## src/rtl/riscv_pkg.sv

```systemverilog
// Load/store unit types: FSM states, load funct3 encodings and access-size helpers.
// Latency: none, declarations only; backpressure: not applicable.
package riscv_pkg;

   typedef enum logic [1:0] {
      LSU_IDLE,
      LSU_REQ,
      LSU_WAIT_R,
      LSU_DONE
   } lsu_state_e;

   localparam logic [2:0] FUNCT3_LB  = 3'b000;
   localparam logic [2:0] FUNCT3_LH  = 3'b001;
   localparam logic [2:0] FUNCT3_LW  = 3'b010;
   localparam logic [2:0] FUNCT3_LBU = 3'b100;
   localparam logic [2:0] FUNCT3_LHU = 3'b101;

   localparam logic [1:0] SIZE_BYTE = 2'd0;
   localparam logic [1:0] SIZE_HALF = 2'd1;
   localparam logic [1:0] SIZE_WORD = 2'd2;

   function automatic logic is_misaligned(input logic [1:0] size, input logic [1:0] offset);
      return ((size == SIZE_HALF) && offset[0]) ||
             ((size == SIZE_WORD) && (offset != 2'b00));
   endfunction

endpackage

```

## src/rtl/load_extender.sv

```systemverilog
// Selects the addressed byte/half of a read word and sign- or zero-extends it.
// Latency: combinational; backpressure: none.
module load_extender
   import riscv_pkg::*;
(
   input  logic [31:0] rdata_i,
   input  logic [1:0]  offset_i,
   input  logic [2:0]  funct3_i,
   output logic [31:0] result_o
);

   logic [7:0]  byte_sel;
   logic [15:0] half_sel;

   always_comb begin
      byte_sel = rdata_i[{offset_i, 3'b000} +: 8];
      half_sel = offset_i[1] ? rdata_i[31:16] : rdata_i[15:0];
      case (funct3_i)
         FUNCT3_LB:  result_o = {{24{byte_sel[7]}}, byte_sel};
         FUNCT3_LH:  result_o = {{16{half_sel[15]}}, half_sel};
         FUNCT3_LBU: result_o = {24'h0, byte_sel};
         FUNCT3_LHU: result_o = {16'h0, half_sel};
         default:    result_o = rdata_i;
      endcase
   end

endmodule

```

## src/rtl/load_store_unit.sv

```systemverilog
// Load/store responder: aligns stores, runs req/gnt/rvalid to the data bus, extends loads.
// Latency: store 1+grant wait+1, load adds rvalid wait; stalls the pipeline until done, aborts on timeout.
module load_store_unit
   import riscv_pkg::*;
#(
   parameter int TIMEOUT_CYCLES = 255
) (
   input  logic        clk_i,
   input  logic        rst_ni,
   input  logic        mem_read_i,
   input  logic        mem_write_i,
   input  logic [3:0]  mem_write_mask_i,
   input  logic [2:0]  funct3_i,
   input  logic [31:0] addr_i,
   input  logic [31:0] store_data_i,
   output logic        stall_o,
   output logic        load_valid_o,
   output logic [31:0] load_data_o,
   output logic        misaligned_o,
   output logic        timeout_o,
   output logic        bus_req_o,
   output logic        bus_we_o,
   output logic [31:0] bus_addr_o,
   output logic [3:0]  bus_be_o,
   output logic [31:0] bus_wdata_o,
   input  logic        bus_gnt_i,
   input  logic        bus_rvalid_i,
   input  logic [31:0] bus_rdata_i
);

   localparam int CNT_W = $clog2(TIMEOUT_CYCLES + 1);

   lsu_state_e       state_q, state_d;
   logic [31:0]      addr_q, wdata_q, load_data_q, ext_data;
   logic [3:0]       be_q, be_d;
   logic [2:0]       funct3_q;
   logic             we_q, to_q;
   logic [CNT_W-1:0] cnt_q;
   logic [1:0]       size;
   logic [31:0]      wdata_d;
   logic             req_any, misaligned, expired;

   load_extender u_load_extender (
      .rdata_i  (bus_rdata_i),
      .offset_i (addr_q[1:0]),
      .funct3_i (funct3_q),
      .result_o (ext_data)
   );

   // A store wins when both controls are raised; size comes from the mask for stores.
   always_comb begin
      req_any = mem_read_i | mem_write_i;
      if (mem_write_i) begin
         size = mem_write_mask_i[3] ? SIZE_WORD : (mem_write_mask_i[1] ? SIZE_HALF : SIZE_BYTE);
      end else begin
         case (funct3_i[1:0])
            2'b00:   size = SIZE_BYTE;
            2'b01:   size = SIZE_HALF;
            default: size = SIZE_WORD;
         endcase
      end
      misaligned = is_misaligned(size, addr_i[1:0]);
      be_d       = mem_write_i ? (mem_write_mask_i << addr_i[1:0]) : 4'hF;
      case (size)
         SIZE_BYTE: wdata_d = {4{store_data_i[7:0]}};
         SIZE_HALF: wdata_d = {2{store_data_i[15:0]}};
         default:   wdata_d = store_data_i;
      endcase
      expired = (cnt_q == CNT_W'(TIMEOUT_CYCLES));
   end

   always_comb begin
      state_d      = state_q;
      stall_o      = 1'b0;
      misaligned_o = 1'b0;
      timeout_o    = 1'b0;
      load_valid_o = 1'b0;
      bus_req_o    = 1'b0;
      case (state_q)
         LSU_IDLE: begin
            if (req_any) begin
               if (misaligned) begin
                  misaligned_o = 1'b1;
               end else begin
                  stall_o = 1'b1;
                  state_d = LSU_REQ;
               end
            end
         end
         LSU_REQ: begin
            stall_o = 1'b1;
            if (expired) begin
               timeout_o = 1'b1;
               state_d   = LSU_DONE;
            end else begin
               bus_req_o = 1'b1;
               if (bus_gnt_i) state_d = we_q ? LSU_DONE : LSU_WAIT_R;
            end
         end
         LSU_WAIT_R: begin
            stall_o = 1'b1;
            if (expired) begin
               timeout_o = 1'b1;
               state_d   = LSU_DONE;
            end else if (bus_rvalid_i) begin
               state_d = LSU_DONE;
            end
         end
         LSU_DONE: begin
            load_valid_o = ~we_q & ~to_q;
            state_d      = LSU_IDLE;
         end
         default: state_d = LSU_IDLE;
      endcase
   end

   always_ff @(posedge clk_i or negedge rst_ni) begin
      if (!rst_ni) begin
         state_q     <= LSU_IDLE;
         addr_q      <= '0;
         wdata_q     <= '0;
         be_q        <= '0;
         funct3_q    <= '0;
         we_q        <= 1'b0;
         to_q        <= 1'b0;
         cnt_q       <= '0;
         load_data_q <= '0;
      end else begin
         state_q <= state_d;
         if (state_q == LSU_IDLE && state_d == LSU_REQ) begin
            addr_q   <= addr_i;
            wdata_q  <= mem_write_i ? wdata_d : '0;
            be_q     <= be_d;
            funct3_q <= funct3_i;
            we_q     <= mem_write_i;
            to_q     <= 1'b0;
            cnt_q    <= '0;
         end else if (state_q == LSU_REQ && state_d == LSU_WAIT_R) begin
            cnt_q <= '0;
         end else if (state_q == LSU_REQ || state_q == LSU_WAIT_R) begin
            cnt_q <= cnt_q + CNT_W'(1);
         end
         if (timeout_o) to_q <= 1'b1;
         if (state_q == LSU_WAIT_R && bus_rvalid_i && !expired) load_data_q <= ext_data;
      end
   end

   assign load_data_o = load_data_q;
   assign bus_we_o    = we_q;
   assign bus_addr_o  = {addr_q[31:2], 2'b00};
   assign bus_be_o    = be_q;
   assign bus_wdata_o = wdata_q;

   assert property (@(posedge clk_i) disable iff (!rst_ni)
                    !(state_q == LSU_IDLE && mem_read_i && mem_write_i));

endmodule

```

## config.mk

```make
export PLATFORM = sky130hd
export DESIGN_NAME = load_store_unit
export DESIGN_NICKNAME = d
export VERILOG_FILES = /design/src/rtl/riscv_pkg.sv /design/src/rtl/load_extender.sv /design/src/rtl/load_store_unit.sv
export SDC_FILE = /design/constraint.sdc
export NUM_CORES = 1
export LEC_CHECK = 0
export CAP_MARGIN = 20
export CORE_UTILIZATION = 35
export DETAILED_ROUTE_END_ITERATION = 12
export GPL_ROUTABILITY_DRIVEN = 0
export PLACE_DENSITY = 0.66
export SETUP_SLACK_MARGIN = 0.4
export SYNTH_ARGS = -nofsm -noshare
export SYNTH_HDL_FRONTEND = slang
export SYNTH_SLANG_ARGS = --single-unit
```

## constraint.sdc

```tcl
create_clock -name clk_i -period 4.3 [get_ports clk_i]
set_clock_uncertainty 0.2 [all_clocks]
set_input_delay 0.86 -clock clk_i [delete_from_list [all_inputs] [get_ports clk_i]]
set_output_delay 0.86 -clock clk_i [all_outputs]
set_load 0.1 [all_outputs]
```

==> run metrics, run 1 <==
outcome complete, no violations; Critical Path RT 3.24 ns; top post-synthesis cells by area dfrtp_1, mux2_4, mux2i_1, buf_4, nand2_1; post-cts sizing count 0; sequential-to-total area share from yosys stat 0.453; Area Growth Syn to Fin 41.4%; IO buf count 212; Overflow after GRT 0; vias 5153; Crit path depth 8; Inserted Diodes 0; clock sink count 115; die height 137 um; Placeable Area 17500 sq um; crit path capture type output port; CTS Root Cell clkbuf_16; TritonCTS clock tree yes; DRC 0; worst skew pair latency 0.42 ns; post-synthesis register bit count 115; pin count of the biggest net entering global routing 82; post-synth cell types 50; share of layout cells above drive strength 1 0.162; Worst Max-Slew Pin Slew 1.04 ns; average instance area after synthesis 11.0 sq um; Tightest Hold Check Type register to register; setup bufs post-CTS 0; WS Path Type primary input to output port; Initial Utilization 0.362; CP startpoint kind primary input; R2R depth 4; vias per inst 5.19; DR iter-0 viols 206; Clock Path Buffers 2; Syn Inst Count 578; Max-Cap Viols 0; setup ws final 0.685 ns; Worst path max stage delay 0.54 ns; unrepaired setup endpoints after global routing no; vias in the first global route 5185; cts bufs inserted 17; crit path DAT 2.55 ns; hold path depth 2; GRT Util Overall 0.197; dpl hpwl 12.8 mm; drt first pass iters 5; Tcrit/Tclk final 0.841; top_reg_cell synth dfrtp_1; largest area contributor in the netlist dfrtp_1; post-route setup TNS 0 ns; dpl ws 0.732 ns; Max Freq 277 MHz; die area 18700 sq um; Crit path max-delay family buffers and inverters; Slew headroom 0.308; number of synthesis warnings 0; Worst Path Max Fanout 17; slowest CP cell clkdlybuf4s50_1; Rows 48; Pins Over Slew Limit 0; final setup fails 0; Die W 137 um; clock slew at reported path FFs 0.06 ns; CP cell instances clkdlybuf4s50_1 > buf_4 > nor3_4 > nor2_1 > buf_4 > nand2_1 > nor2_1 > buf_12; Period minus WS final 3.61 ns; Filler Cells Inserted 1511; routed wire length 17.8 mm; WL/cell 18.0 um; Buf/Inv on CP 4; Final Hold Violating Endpoints 0; number of synthesized flops with an enable pin 0; first-pass GRT wire length 27.6 mm; Antenna Violating Nets Remaining 0; htree depth 4; hold bufs inserted after CTS 0; Yosys top cell area share 0.453; num ports 215; antenna violations before repair 0; fin nets 869; synthesized area 6360 sq um; Async SR Flop Fraction 1.00
## path summary, 6_finish.rpt
path	startpoint	end	slack, ns
max	mem_write_i	misaligned_o	0.69
min	load_data_o[5]	load_data_o[5]	0.28
max reg2reg	addr_q[1]	load_data_o[8]	1.59
min reg2reg	load_data_o[5]	load_data_o[5]	0.28
max in group asynchronous	rst_ni	load_data_o[10]	2.75
min in group asynchronous	rst_ni	addr_q[24]	0.37
## metal layers
layer,part of all wire,GRT usage,vias to the layer above
met5,0,0,-
met4,0.026,0.0809,0
met3,0.091,0.0622,34
met2,0.46,0.312,253
met1,0.42,0.246,2516
li1,-,-,2350
## placed cells by master (no fill, tap or decap), types with 4 or more instances in the layout
cell,n
nand2_1,57
a21o_1,8
xor2_1,4
o21a_1,17
o221ai_1,8
mux2_2,10
a22oi_1,7
clkdlybuf4s50_1,206
ha_1,6
mux2_4,54
a211oi_1,9
buf_4,12
o21ai_0,20
nor2_1,41
clkinv_4,4
nand3_1,9
nor3b_1,9
o31ai_1,8
dfrtp_1,115
buf_12,4
inv_1,24
a21oi_1,17
mux2i_1,32
clkbuf_16,17
a31oi_1,16
## cell usage after synthesis (all sizes together) (5+ instances only)
master  count
dfrtp     115
mux2       64
nand2      57
buf        52
nor2       41
mux2i      32
inv        25
o21ai      20
a21oi      19
o21a       17
a31oi      16
clkbuf     15
nor3b      12
a211oi      9
nand3       9
a21o        8
o221ai      8
o31ai       8
a22oi       7
ha          6
nor3        5
## worst register-to-register path, stage by stage (launching register included)
cell and delay, ns:
dfrtp_1 0.96, mux4_2 0.61, nor3b_1 0.17, nor3_2 0.43
a22oi_1 0.18
## area by class of cell
| cell class | instances | area (sq um) | share of cell area |
|---|---|---|---|
| multi-input cells | 371 | 2890 | 0.321 |
| flip-flops and latches | 115 | 2880 | 0.320 |
| repair buffers | 223 | 2250 | 0.250 |
| clock buffers | 18 | 439 | 0.0489 |
| well taps | 225 | 282 | 0.0313 |
| clock inverters | 14 | 154 | 0.0171 |
| inverters | 26 | 97.6 | 0.0109 |
## logic make-up (layout without fill, tap and decap cells)
logic type | Yosys count | in the layout | synth area share
XOR/XNOR | 7 | 7 | 0.00965
multiplexers | 97 | 97 | 0.199
adder cells (fa/ha/maj) | 6 | 6 | 0.0118
buffers and inverters | 93 | 281 | 0.0968
AND/OR/NAND/NOR | 138 | 138 | 0.101
flip-flops | 115 | 115 | 0.453
other | 1 | 2 | 0.000590
AO/OA/AOI/OAI | 121 | 121 | 0.129
## state kept, by name, indices dropped and copies added (netlist names)
name and flops:
load_data_o 32, bus_be_o 4, funct3_q 3, bus_we_o 1
state_q 2, cnt_q 8, bus_wdata_o 32, to_q 1
addr_q 32
## stage by stage
step,utilization,cell area (sq um),std cells,hold WS [ns]
finish,0.512,8980,992,0.278
global route,0.512,8980,992,0.299
CTS,0.511,8960,990,0.279
detailed placement,0.477,8370,958,0.267
global placement,0.477,8370,958,0.269
floorplan,-,6370,579,0.283
Power of run 1 is left out: the tool's default activity adds up to more than one toggle a clock period on the data nets, which glitch-free logic cannot reach.
==> run 2: changes to the inputs <==
PLACE_DENSITY = 0.69   (was 0.66)
clock period = 3.1 ns   (was 4.3 ns; I/O delays follow)
==> run metrics, run 2 (synthesis gave the netlist of run 1 again) <==
Pins Over Slew Limit 0 (unchanged); Final Core Density 0.514 (+0.00136); antenna violations before repair 1 (+1); post-route setup TNS 0 ns (unchanged); worst skew pair latency 0.42 ns (about the same); vias 5112 (-0.80%); dpl ws 0.165 ns (-0.566 ns); num ports 215 (unchanged); Antenna Violating Nets Remaining 0 (unchanged); Worst path max stage delay 0.45 ns (-0.09 ns); CTS Root Cell clkbuf_16; Rows 48 (unchanged); Period minus WS final 2.65 ns; vias in the first global route 5130 (-1.1%); cts bufs inserted 17 (unchanged); IO buf count 212 (unchanged); clock sink count 115 (unchanged); Filler Cells Inserted 1602 (+6.0%); final setup fails 0 (unchanged); Critical Path RT 2.28 ns (-0.96 ns); htree depth 4 (unchanged); outcome complete, no violations; Tcrit/Tclk final 0.854; vias per inst 5.02 (-3.4%); FF/Latch Area 2880 sq um (unchanged); CP cell instances clkdlybuf4s50_1 > inv_2 > o21bai_4 > a21o_1 > a21oi_4 > buf_12; Crit path depth 6 (-2); GRT Util Overall 0.193 (-0.00411); setup ws final 0.453 ns (-0.232 ns); unrepaired setup endpoints after global routing no; Max-Cap Viols 0 (unchanged); dpl hpwl 12.7 mm (-0.98%); Clock Path Buffers 2 (unchanged); Max Freq 378 MHz; die height 137 um (unchanged); WL/cell 17.3 um (-3.6%); clock slew at reported path FFs 0.05 ns (about the same); fin nets 897 (+3.2%); hold bufs inserted after CTS 0 (unchanged); first-pass GRT wire length 27.3 mm (-1.3%); crit path capture type output port; Final Hold Violating Endpoints 0 (unchanged); die area 18700 sq um (unchanged); WS Path Type primary input to output port; Placeable Area 17500 sq um (unchanged); Initial Utilization 0.362 (unchanged); most common cell after layout, fill and taps aside buf_4; Placed Area 8370 sq um (about the same); Slew headroom 0.498 (+0.190); Worst Max-Slew Pin Slew 0.753 ns (-0.282 ns); Buf/Inv on CP 3 (-1); area taken by multi-input logic gates 2960 sq um (+2.4%); DR iter-0 viols 262 (+27%); most frequent cells in the layout buf_4, dfrtp_1, clkdlybuf4s50_1; Crit path max-delay family buffers and inverters; routed wire length 17.6 mm (-1.0%); TritonCTS clock tree yes; drt first pass iters 4 (-1); Worst Path Max Fanout 3 (-14); pin count of the biggest net entering global routing 44 (-46%); CP startpoint kind primary input; Area Growth Syn to Fin 41.7%; Die W 137 um (unchanged); slowest CP cell clkdlybuf4s50_1; R2R depth 6 (+2); share of layout cells above drive strength 1 0.323 (+0.162); crit path DAT 1.83 ns (-0.72 ns); Overflow after GRT 0 (unchanged); Tightest Hold Check Type primary input to asynchronous set/reset pin; DRC 0 (unchanged); Design Area, Final 9010 sq um (+0.26%)
==> run 2: changes by cell type in the layout (fill, tap and decap cells not counted), moves of 3 or more <==
| cell | before | now |
|---|---|---|
| dlygate4sd2_1 | 0 | 4 |
| clkbuf_1 | 0 | 3 |
| buf_12 | 4 | 7 |
| inv_6 | 3 | 0 |
| clkinv_4 | 4 | 0 |
| inv_2 | 1 | 4 |
| nor3b_4 | 0 | 3 |
| nor3b_2 | 3 | 0 |
| clkinvlp_4 | 3 | 0 |
| clkdlybuf4s50_1 | 206 | 101 |
| buf_4 | 12 | 135 |
| inv_1 | 24 | 21 |
==> run 2: area by class of cell <==
class / instances / share of cell area
clock buffer: 23 / 0.0531
clock inverter: 6 / 0.00889
antenna: 2 / 0.000556
tap: 225 / 0.0313
inverter: 26 / 0.0108
multi-input combinational: 371 / 0.328
sequential: 115 / 0.319
timing repair buffer: 251 / 0.248
==> run 2: timing repair <==
action                                 in CTS  in global routing
gates resized for setup                    14                  7
setup buffers                               5                  2
pin swaps                                   4                  3
setup endpoints to repair                   3                  2
endpoints found under the hold margin       0                  0
cloned                                      0                  0
==> run 2: worst paths after layout <==
| path | start | to | slack, ns |
|---|---|---|---|
| max in group asynchronous | rst_ni | bus_be_o[3] | 2.01 |
| min reg2reg | load_data_o[6] | load_data_o[6] | 0.28 |
| max | addr_i[1] | stall_o | 0.45 |
| min | rst_ni | addr_q[26] | 0.03 |
| max reg2reg | cnt_q[0] | load_data_o[18] | 0.88 |
| min in group clk_i | load_data_o[6] | load_data_o[6] | 0.28 |
==> run 2: per-layer routing <==
metal	vias up	wire length (um)	GRT usage
li1	2413	-	-
met1	2460	7600	0.248
met2	219	8050	0.299
met3	20	1700	0.0663
met4	0	282	0.0679
met5	-	0	0
==> run 2: worst register-to-register path: stages (launching register included) <==
cell     delay [ns]
dfrtp_1        0.40
ha_1           0.24
nand3_1        0.21
o211a_1        0.52
buf_4          0.30
nor2_1         0.06
a31oi_1        0.18
==> run 2: stage by stage <==
stage	hold slack (ns)	instances
floorplan	0.124	579
global placement	0.267	981
detailed placement	0.274	981
CTS	0.0385	1015
global route	0.0638	1018
finish	0.0343	1019
Power of run 2 is left out for the same reason.
==> run 3: changes to the inputs <==
CORE_UTILIZATION = 30   (was 35)
PLACE_DENSITY = 0.61   (was 0.69)
==> run metrics, run 3 (synthesis gave the netlist of run 1 again) <==
crit path DAT 1.82 ns (about the same); antenna violations before repair 1 (unchanged); Worst path max stage delay 0.22 ns (-0.23 ns); worst skew pair latency 0.41 ns (about the same); Max-Cap Viols 0 (unchanged); Critical Path RT 2.28 ns (about the same); clock sink count 115 (unchanged); fin nets 899 (+0.22%); vias in the first global route 5084 (-0.90%); vias 4947 (-3.2%); TritonCTS clock tree yes; GRT Util Overall 0.173 (-0.0196); unrepaired setup endpoints after global routing yes; Final Hold Violating Endpoints 0 (unchanged); routed wire length 18.5 mm (+4.8%); dpl hpwl 13.3 mm (+4.5%); clock slew at reported path FFs 0.06 ns (about the same); Clock Path Buffers 2 (unchanged); Tcrit/Tclk final 0.850 (-0.00342); crit path capture type output port; die area 21800 sq um (+16%); CTS Root Cell clkbuf_16; outcome complete, no violations; FF-to-FF setup slack 0.90 ns (+0.02 ns); Placed Area 8370 sq um (about the same); IO buf count 212 (unchanged); Slew headroom 0.569 (+0.0711); DRC 0 (unchanged); Design Area, Final 9080 sq um (+0.75%); first-pass GRT wire length 28.9 mm (+5.8%); Overflow after GRT 0 (unchanged); Max Freq 379 MHz (+0.40%); CP startpoint kind primary input; Pins Over Slew Limit 0 (unchanged); WL/cell 17.3 um (about the same); share of layout cells above drive strength 1 0.331 (+0.00801); Period minus WS final 2.64 ns (-0.0106 ns); htree depth 4 (unchanged); Die W 148 um (+7.9%); Tightest Hold Check Type register to register; Worst Max-Slew Pin Slew 0.646 ns (-0.107 ns); drt first pass iters 4 (unchanged); slowest CP cell clkdlybuf4s15_2; most frequent cells in the layout buf_4, dfrtp_1, clkdlybuf4s50_1; Rows 52 (+8.3%); Antenna Violating Nets Remaining 0 (unchanged); most common cell after layout, fill and taps aside buf_4; WS Path Type primary input to output port; post-route setup TNS 0 ns (unchanged); Area Growth Syn to Fin 42.8%; worst hold slack 0.287 ns (+0.252 ns); CP cell instances clkdlybuf4s15_2 > buf_6 > nor3b_4 > nor2_2 > a21o_1 > a21oi_4 > buf_12; cts bufs inserted 17 (unchanged); vias per inst 4.63 (-7.7%); DR iter-0 viols 279 (+6.5%); Placeable Area 20500 sq um (+17%); die height 148 um (+7.9%); Initial Utilization 0.310 (-0.0523); num ports 215 (unchanged); final setup fails 0 (unchanged); pin count of the biggest net entering global routing 44 (unchanged); Worst Path Max Fanout 3 (unchanged)
==> run 3: stage by stage <==
stage / cells / setup slack [ns] / utilization
floorplan: 579 / 0.360 / -
global placement: 1021 / 0.137 / 0.409
detailed placement: 1021 / 0.105 / 0.409
CTS: 1063 / 0.403 / 0.441
global route: 1068 / 0.398 / 0.443
finish: 1068 / 0.463 / 0.443
==> run 3: timing repair <==
item                       CTS  global route
setup endpoints to repair    3             3
gates resized for setup     19             6
hold buffers                 1             0
pin swaps                    5             4
setup buffers                9             4
hold endpoints to repair    26             0
==> run 3: path summary, 6_finish.rpt <==
| path | depth (start not counted) | end | from |
|---|---|---|---|
| min in group asynchronous | 2 | addr_q[17] | rst_ni |
| min reg2reg | 2 | load_data_o[4] | load_data_o[4] |
| max reg2reg | 5 | load_data_o[29] | addr_q[1] |
| max in group asynchronous | 3 | load_data_o[20] | rst_ni |
| min | 2 | load_data_o[4] | load_data_o[4] |
| max | 7 | stall_o | mem_write_mask_i[3] |
==> run 3: routing by layer <==
metal  up-vias  GRT usage  wire [um]
met4         0     0.0856        606
met1      2367      0.231       8440
li1       2417          -          -
met2       134      0.270       8690
met5         -          0          0
met3        29     0.0306        734
==> run 3: cell type report <==
cell class	count	area (sq um)
Inverter	26	97.6
Clock inverter	14	105
Sequential cell	115	2880
Fill cell	1983	11400
Tap cell	270	338
Antenna cell	1	2.50
Multi-Input combinational cell	371	2970
Clock buffer	18	439
Timing Repair Buffer	253	2250
==> run 3: worst max-delay path, delay by kind of cell <==
kind / cells / cell delay [ns]
compound gates: 2 / 0.36
simple gates: 2 / 0.28
buf+inv: 3 / 0.55
Power of run 3 is left out for the same reason.
